==> src/rtl/xlr8_text_fetch.sv <==
// xlr8_text_fetch: text-mode read pipeline, video counters -> char/attr RAM -> font ROM -> RGB.
// Optional macro TEXT_BLINK_EN: vsync-driven blink counter, attr[7] marks blinking cells.
module xlr8_text_fetch #(
    parameter int unsigned COLS = 80,
    parameter int unsigned ROWS = 30
) (
    input  logic        clk_pixel,
    input  logic        rst,
    input  logic [9:0]  cx,
    input  logic [9:0]  cy,
    input  logic        de_in,
    input  logic        hsync_in,
    input  logic        vsync_in,
    input  logic [7:0]  row_offset,
    output logic [12:0] ram_address,
    output logic        ram_re,
    input  logic [7:0]  ram_char_data,
    input  logic [7:0]  ram_attr_data,
    output logic [11:0] font_addr,
    input  logic [7:0]  font_data,
    output logic [23:0] rgb,
    output logic        de_out,
    output logic        hsync_out,
    output logic        vsync_out
);
    localparam logic [7:0] ROWS_B = 8'(ROWS);
    localparam logic [5:0] ROWS_S = 6'(ROWS);

    function automatic logic [23:0] cga(input logic [3:0] idx);
        case (idx)
            4'h0: cga = 24'h000000;
            4'h1: cga = 24'h0000AA;
            4'h2: cga = 24'h00AA00;
            4'h3: cga = 24'h00AAAA;
            4'h4: cga = 24'hAA0000;
            4'h5: cga = 24'hAA00AA;
            4'h6: cga = 24'hAA5500;
            4'h7: cga = 24'hAAAAAA;
            4'h8: cga = 24'h555555;
            4'h9: cga = 24'h5555FF;
            4'hA: cga = 24'h55FF55;
            4'hB: cga = 24'h55FFFF;
            4'hC: cga = 24'hFF5555;
            4'hD: cga = 24'hFF55FF;
            4'hE: cga = 24'hFFFF55;
            default: cga = 24'hFFFFFF;
        endcase
    endfunction

    logic        fetch;
    logic [5:0]  row_sum;
    logic [4:0]  row_eff;
    logic [12:0] ram_addr_d;
    logic [12:0] ram_addr_q;
    logic        ram_re_q;
    logic        fetch2_q;
    logic [2:0]  cx1_q, cx2_q, cx3_q, cx4_q;
    logic [3:0]  cy1_q, cy2_q;
    logic [4:0]  de_sr_q, hs_sr_q, vs_sr_q;
    logic [7:0]  attr_q, attr4_q;
    logic [11:0] font_addr_q;
    logic [3:0]  fg, bg;
    logic        pix;
    logic [23:0] rgb_d, rgb_q;

    always_comb begin
        fetch   = de_in && (cx[2:0] == 3'd0) && (cy < 10'd480) && (cx < 10'd640);
        row_sum = {1'b0, cy[8:4]} + ((row_offset < ROWS_B) ? row_offset[5:0] : 6'd0);
        // Both operands are below ROWS, so a single conditional subtract wraps the scroll.
        row_eff    = (row_sum >= ROWS_S) ? 5'(row_sum - ROWS_S) : row_sum[4:0];
        ram_addr_d = 13'(row_eff) * 13'(COLS) + 13'(cx[9:3]);
    end

`ifdef TEXT_BLINK_EN
    logic [4:0] blink_q;

    always_ff @(posedge clk_pixel) begin
        if (rst) begin
            blink_q <= '0;
        end else if (vsync_in && !vs_sr_q[0]) begin
            blink_q <= blink_q + 5'd1;
        end
    end
`endif

    always_comb begin
        fg = attr4_q[3:0];
`ifdef TEXT_BLINK_EN
        bg = {1'b0, attr4_q[6:4]};
        if (attr4_q[7] && blink_q[4]) fg = bg;
`else
        bg = attr4_q[7:4];
`endif
        pix   = font_data[3'd7 - cx4_q];
        rgb_d = de_sr_q[3] ? cga(pix ? fg : bg) : 24'h0;
    end

    always_ff @(posedge clk_pixel) begin
        if (rst) begin
            ram_addr_q  <= '0;
            ram_re_q    <= 1'b0;
            fetch2_q    <= 1'b0;
            cx1_q       <= '0;
            cx2_q       <= '0;
            cx3_q       <= '0;
            cx4_q       <= '0;
            cy1_q       <= '0;
            cy2_q       <= '0;
            de_sr_q     <= '0;
            hs_sr_q     <= '0;
            vs_sr_q     <= '0;
            attr_q      <= '0;
            attr4_q     <= '0;
            font_addr_q <= '0;
            rgb_q       <= '0;
        end else begin
            if (fetch) ram_addr_q <= ram_addr_d;
            ram_re_q <= fetch;
            fetch2_q <= ram_re_q;
            cx1_q    <= cx[2:0];
            cx2_q    <= cx1_q;
            cx3_q    <= cx2_q;
            cx4_q    <= cx3_q;
            cy1_q    <= cy[3:0];
            cy2_q    <= cy1_q;
            de_sr_q  <= {de_sr_q[3:0], de_in};
            hs_sr_q  <= {hs_sr_q[3:0], hsync_in};
            vs_sr_q  <= {vs_sr_q[3:0], vsync_in};
            if (fetch2_q) begin
                attr_q      <= ram_attr_data;
                font_addr_q <= {ram_char_data, cy2_q};
            end
            // Extra attr stage keeps the colour aligned with font_data across cell boundaries.
            attr4_q <= attr_q;
            rgb_q   <= rgb_d;
        end
    end

    assign ram_address = ram_addr_q;
    assign ram_re      = ram_re_q;
    assign font_addr   = font_addr_q;
    assign rgb         = rgb_q;
    assign de_out      = de_sr_q[4];
    assign hsync_out   = hs_sr_q[4];
    assign vsync_out   = vs_sr_q[4];
endmodule

==> config.mk <==
export PLATFORM = sky130hd
export DESIGN_NAME = xlr8_text_fetch
export DESIGN_NICKNAME = d
export VERILOG_FILES = /design/src/rtl/xlr8_text_fetch.sv
export SDC_FILE = /design/constraint.sdc
export NUM_CORES = 1
export LEC_CHECK = 0
export CAP_MARGIN = 0
export CORE_ASPECT_RATIO = 0.6
export CORE_MARGIN = 4
export CORE_UTILIZATION = 30
export DETAILED_ROUTE_END_ITERATION = 10
export SYNTH_ARGS = -nofsm -noshare
export SYNTH_HDL_FRONTEND = slang
export SYNTH_SLANG_ARGS = --single-unit
==> constraint.sdc <==
create_clock -name clk_pixel -period 9.3 [get_ports clk_pixel]
set_clock_uncertainty 0.05 [all_clocks]
set_input_delay 1.395 -clock clk_pixel [delete_from_list [all_inputs] [get_ports clk_pixel]]
set_output_delay 1.395 -clock clk_pixel [all_outputs]
set_load 0.02 [all_outputs]
Word-level counts from Yosys, hierarchy flattened --
Memory sizes are Yosys's and may differ from the RTL's. A register that Yosys moved wholly into a read port is not among the register bits. Cells that the tools add are included.
Storage, ports and cells: register bits 78, memory bits (read-only) 384, bits of input ports 57, output and inout bits 53, logic and storage cells 37, memories kept 1
Memories:
- (name not given) | depth 16, bits a word 24, read ports 1, clocked after Yosys merged registers in 1, wr ports 0, line 30 | case (idx)
Cells by class: $add $sub $neg 4, multipliers 1, order comparisons 5, muxes and demuxes 5, bitwise gates (word level) 1, reduce and logical (&&, ||, !) cells 5
Operator list (count):
- $add 12x7->13 | 1
- $lt 10x10->1 const B | 1
- $lt 10x9->1 const B | 1
- $lt 8x5->1 const B | 1
- $mul 5x3->8 const B | 1
- $add 5x6->6 | 1
- $ge 6x5->1 const B | 1
- $mux 6 | 1
- $mux 5 | 1
- $sub 5x5->5 const B | 1
- $lt 3x4->1 const B | 1
- $mux 4 | 1
- $bmux 1 s3 | 1
- $logic_and 1x1->1 | 3
- $logic_not 3->1 | 1
- $sub 3x3->3 const A | 1
- $reduce_or 2->1 | 1
- $mux 1 | 1
- $not 1->1 | 1

Logic depth before layout (Yosys ltp) --
depth in word-level cells 7, gate-level depth with buffers 24, depth with buffers taken out 23

Least setup slack after synthesis --
OpenSTA, ideal clock, no wires.
path type input to register, start point input port row_offset[1], end point register ram_addr_q[10] (netlist: ram_address[10]), setup time 0.088 ns, arrival 5.830 ns, required time 9.162 ns, setup slack 3.332 ns, stages on the path 21, buffers on the path 1, cell sequence and4_1 -> nor4_1 -> and2_1 -> ha_1 -> inv_1 -> fa_1 -> nand2b_1 -> a21oi_2 -> and4b_1 -> o31a_1 -> o21ai_1 -> xnor2_1 -> ha_1 -> inv_1 -> fa_1 -> or2_2 -> clkbuf_1 -> a211o_2 -> o211a_1 -> o311a_1 -> nor4_2
Between the ends: word-level cells in the longest chain between the ends 7, elaborated cells on any way between the ends 8, classes of those cells 3 x add/sub; 1 x mul; 2 x order compare; 2 x mux
Ends and longest elaborated chain:
- start, declared | line 14 | input logic [7:0] row_offset,
- $lt 8x5->1 | line 68 | row_sum = {1'b0, cy[8:4]} + ((row_offset < ROWS_B) ? row_offset[5:0] : 6'd0);
- $mux 6 * | line 68
- $add 5x6->6 * | line 68
- $sub 5x5->5 or $ge 6x5->1 (tied branches) | line 70 | row_eff = (row_sum >= ROWS_S) ? 5'(row_sum - ROWS_S) : row_sum[4:0];
- $mux 5 * | line 70
- $mul 5x3->8 * | line 71 | ram_addr_d = 13'(row_eff) * 13'(COLS) + 13'(cx[9:3]);
- $add 12x7->13 * | line 71
- end signal, assigned | line 117 | if (fetch) ram_addr_q <= ram_addr_d;
- end, declared | line 54 | logic [12:0] ram_addr_q;
Every way passes the cells marked *; elsewhere a longest branch is shown, timed or not. A chain may end at the register's enable or synchronous reset.

Worst setup path in the final report --
start point input port row_offset[3], end point register ram_addr_q[10] (netlist: ram_address[10])
Same word-level chain as after synthesis.

==> run summary <==
Worst-Margin Slew = 0.787 ns
Root Buffer = clkbuf_16
cell count after synthesis = 362
CP Class = in2reg
Post-Synthesis Cell Area = 3540 sq um
Total GRT Usage = 12.2%
fraction of the mapped netlist area in adder cells = 5.94%
synth warn = 0
Die Area = 13700 sq um
Internal = 0.657 mW
die width = 148 um
routed via count = 2673
final setup vio count = 0
sequential share of power = 42.6%
I/O pins = 110
Die Span Y = 92.1 um
Min-Delay Path Class = reg2reg
Sw Share = 23.1%
pwr dens = 172 nW/um^2
Num CTS Buffers = 9
GP Congestion = 0.813
H-tree depth = 3
Seq cells post-synth = 83
clk_lat worst skew = 0.32 ns
WHS = 0.384 ns
synthesized net count = 434
Fin. Hold Viols = 0
core box area = 11400 sq um
Compound-Gate Fraction of Synth Area = 8.52%
fmax = 151 MHz
count of cell types in the netlist = 51
Setup Fix Bufs, Post-CTS = 0
Resize count post-CTS = 0
largest net degree at the start of global routing = 79
clk slew on worst S/H paths = 0.06 ns
mean post-synth cell area = 9.78 sq um
max-slew violations = 0
DR vias/cell = 4.35
Startpoint Class = input port
NetSw = 0.197 mW
Synth area leaders = dfxtp_1, nor2b_1, mux2i_1
vias in the first global route = 2622
DR WL/cell = 13.0 um
CTS tree = built
Post-CTS Hold Buffers = 0
GR Overflow Total = 0
Comb power frac = 13.6%
MaxCap Viol Count = 0
Total Power = 0.854 mW
initial antenna violation count = 0
Fin Setup TNS = 0 ns
commonest non-fill, non-tap cell in the layout = clkdlybuf4s50_1
crit path capture type = register
Synth area leader = dfxtp_1
fraction of the yosys area taken by sequential cells = 46.9%
period utilization = 71.1%
worst vdd ir = 0.0857 mV
EDFF count, synth = 0
Final ANT Viol Nets = 0
Leakage = 1.86 nW
most frequent cells in the layout = clkdlybuf4s50_1, dfxtp_1, nor2b_1
share of cells above drive strength 1 = 6.37%
status = completed
Initial Utilization = 31.0%
Sink Count = 83
global-route wire length before repair = 13.5 mm
fraction of registers with async set or reset after synthesis = 0%
mux contribution to synthesized area = 9.65%
Max-slew headroom = 47.5%
Final min period = 6.61 ns
combinational family with the most area after synthesis = simple AND/OR/NAND/NOR gates
CP Data Required Time = 9.48 ns
routed wire length = 8.00 mm
DRT Pass-1 Iters = 4
Area Overhead vs Synth = 39.9%
Post-Synth XOR/XNOR Area = 2.19%
clock power share = 43.8%
Std-Cell Rows = 30
post-DP HPWL = 6.03 mm
Worst EP arrival = 6.80 ns
CP max FO = 8
n_diodes = 0
Residual DRC = 0
Max Root-Sink Buffers = 2
simple-gate share of the synthesized area = 19.5%
RSZ-0062 raised after global routing = no
share of the synthesized area in the top cell type = 46.9%
main flop type after synthesis = dfxtp_1
Initial DRC Count = 117
Final nets = 522
port buffer count = 109
[sequential cells by signal (all words and copies together), names as in the netlist]
signal       flops
font_addr       12
ram_re           1
cx4_q            3
attr4_q          8
attr_q           8
cx2_q            3
cx1_q            3
cy1_q            4
de_sr_q          5
cx3_q            3
hs_sr_q          5
cy2_q            4
ram_address     13
vs_sr_q          5
rgb              5
fetch2_q         1
[cell families (layout without fill, tap and decap cells)]
logic type | after synthesis | in the layout
and+or+nand+nor | 132 | 132
DFF | 83 | 83
buffers and inverters | 47 | 140
AOI/OAI and AO/OA | 46 | 46
muxes | 31 | 31
adders and majority gates | 15 | 15
xor gates and xnor gates | 8 | 8
[Yosys cell counts (7+ instances only)]
cell type,n
nand2_1,23
inv_1,12
a21oi_1,14
nor2b_1,44
mux2i_1,27
nor2_1,36
buf_4,19
o21ai_0,8
clkbuf_1,11
dfxtp_1,83
ha_1,12
xnor2_1,7
[power by group through the flow]
stage	combinational, mW	sequential (mW)	clock, mW
3_3_place_gp	0.114	0.371	0
5_1_grt	0.130	0.364	0.405
3_5_place_dp	0.116	0.371	0
6_report	0.116	0.363	0.374
4_1_cts	0.116	0.363	0.388
2_1_floorplan	0.0732	0.372	0
[final timing paths]
path | from | to | slack (ns) | cells after the start
min reg2reg | vs_sr_q[0] | vs_sr_q[1] | 0.38 | 1
max | row_offset[3] | ram_address[10] | 2.69 | 21
min | vs_sr_q[0] | vs_sr_q[1] | 0.38 | 1
max reg2reg | cx4_q[0] | rgb[15] | 7.11 | 5
[per-stage QoR]
stage          util [%]  cells  cell area [sq um]  setup slack [ns]
2_1_floorplan         -    362               3540              3.33
3_3_place_gp       40.6    599               4630              2.65
3_5_place_dp       40.6    599               4630              2.44
4_1_cts            43.4    615               4950              2.77
5_1_grt            43.4    615               4950              2.45
6_report           43.4    615               4950              2.69
[layout make-up]
class                   count  area (sq um)
clock buffers              11           233
clock inverters             5          86.3
fillers                  1095          6460
inverters                  13          51.3
multi-input cells         232          1620
flip-flops and latches     83          1660
well taps                 160           200
repair buffers            111          1100
[metal layers]
metal / routed length (um) / global-route usage [%] / part of all wire [%] / vias to the layer above
li1: - / - / - / 1362
met1: 3980 / 17.1 / 50 / 1233
met2: 3410 / 17.7 / 43 / 76
met3: 583 / 5.04 / 7.3 / 2
met4: 20 / 2.31 / 0.25 / 0
met5: 0 / 0 / 0 / -
[critical path, cell delays in order]
cell and delay (ns):
clkdlybuf4s50_1 0.42, and4_1 0.19, nor4_1 0.41, and2_1 0.21, ha_1 0.17, inv_1 0.06
fa_1 0.40, xnor2_1 0.40, ha_1 0.33, mux2i_1 0.20, a21o_1 0.31, inv_4 0.07
ha_1 0.19, ha_1 0.22, inv_1 0.08, fa_1 0.45, or2_2 0.39, a211o_2 0.28
o211a_1 0.12, o311a_1 0.35, nor4_2 0.16
Note: power is estimated with default switching activity, not from simulation.
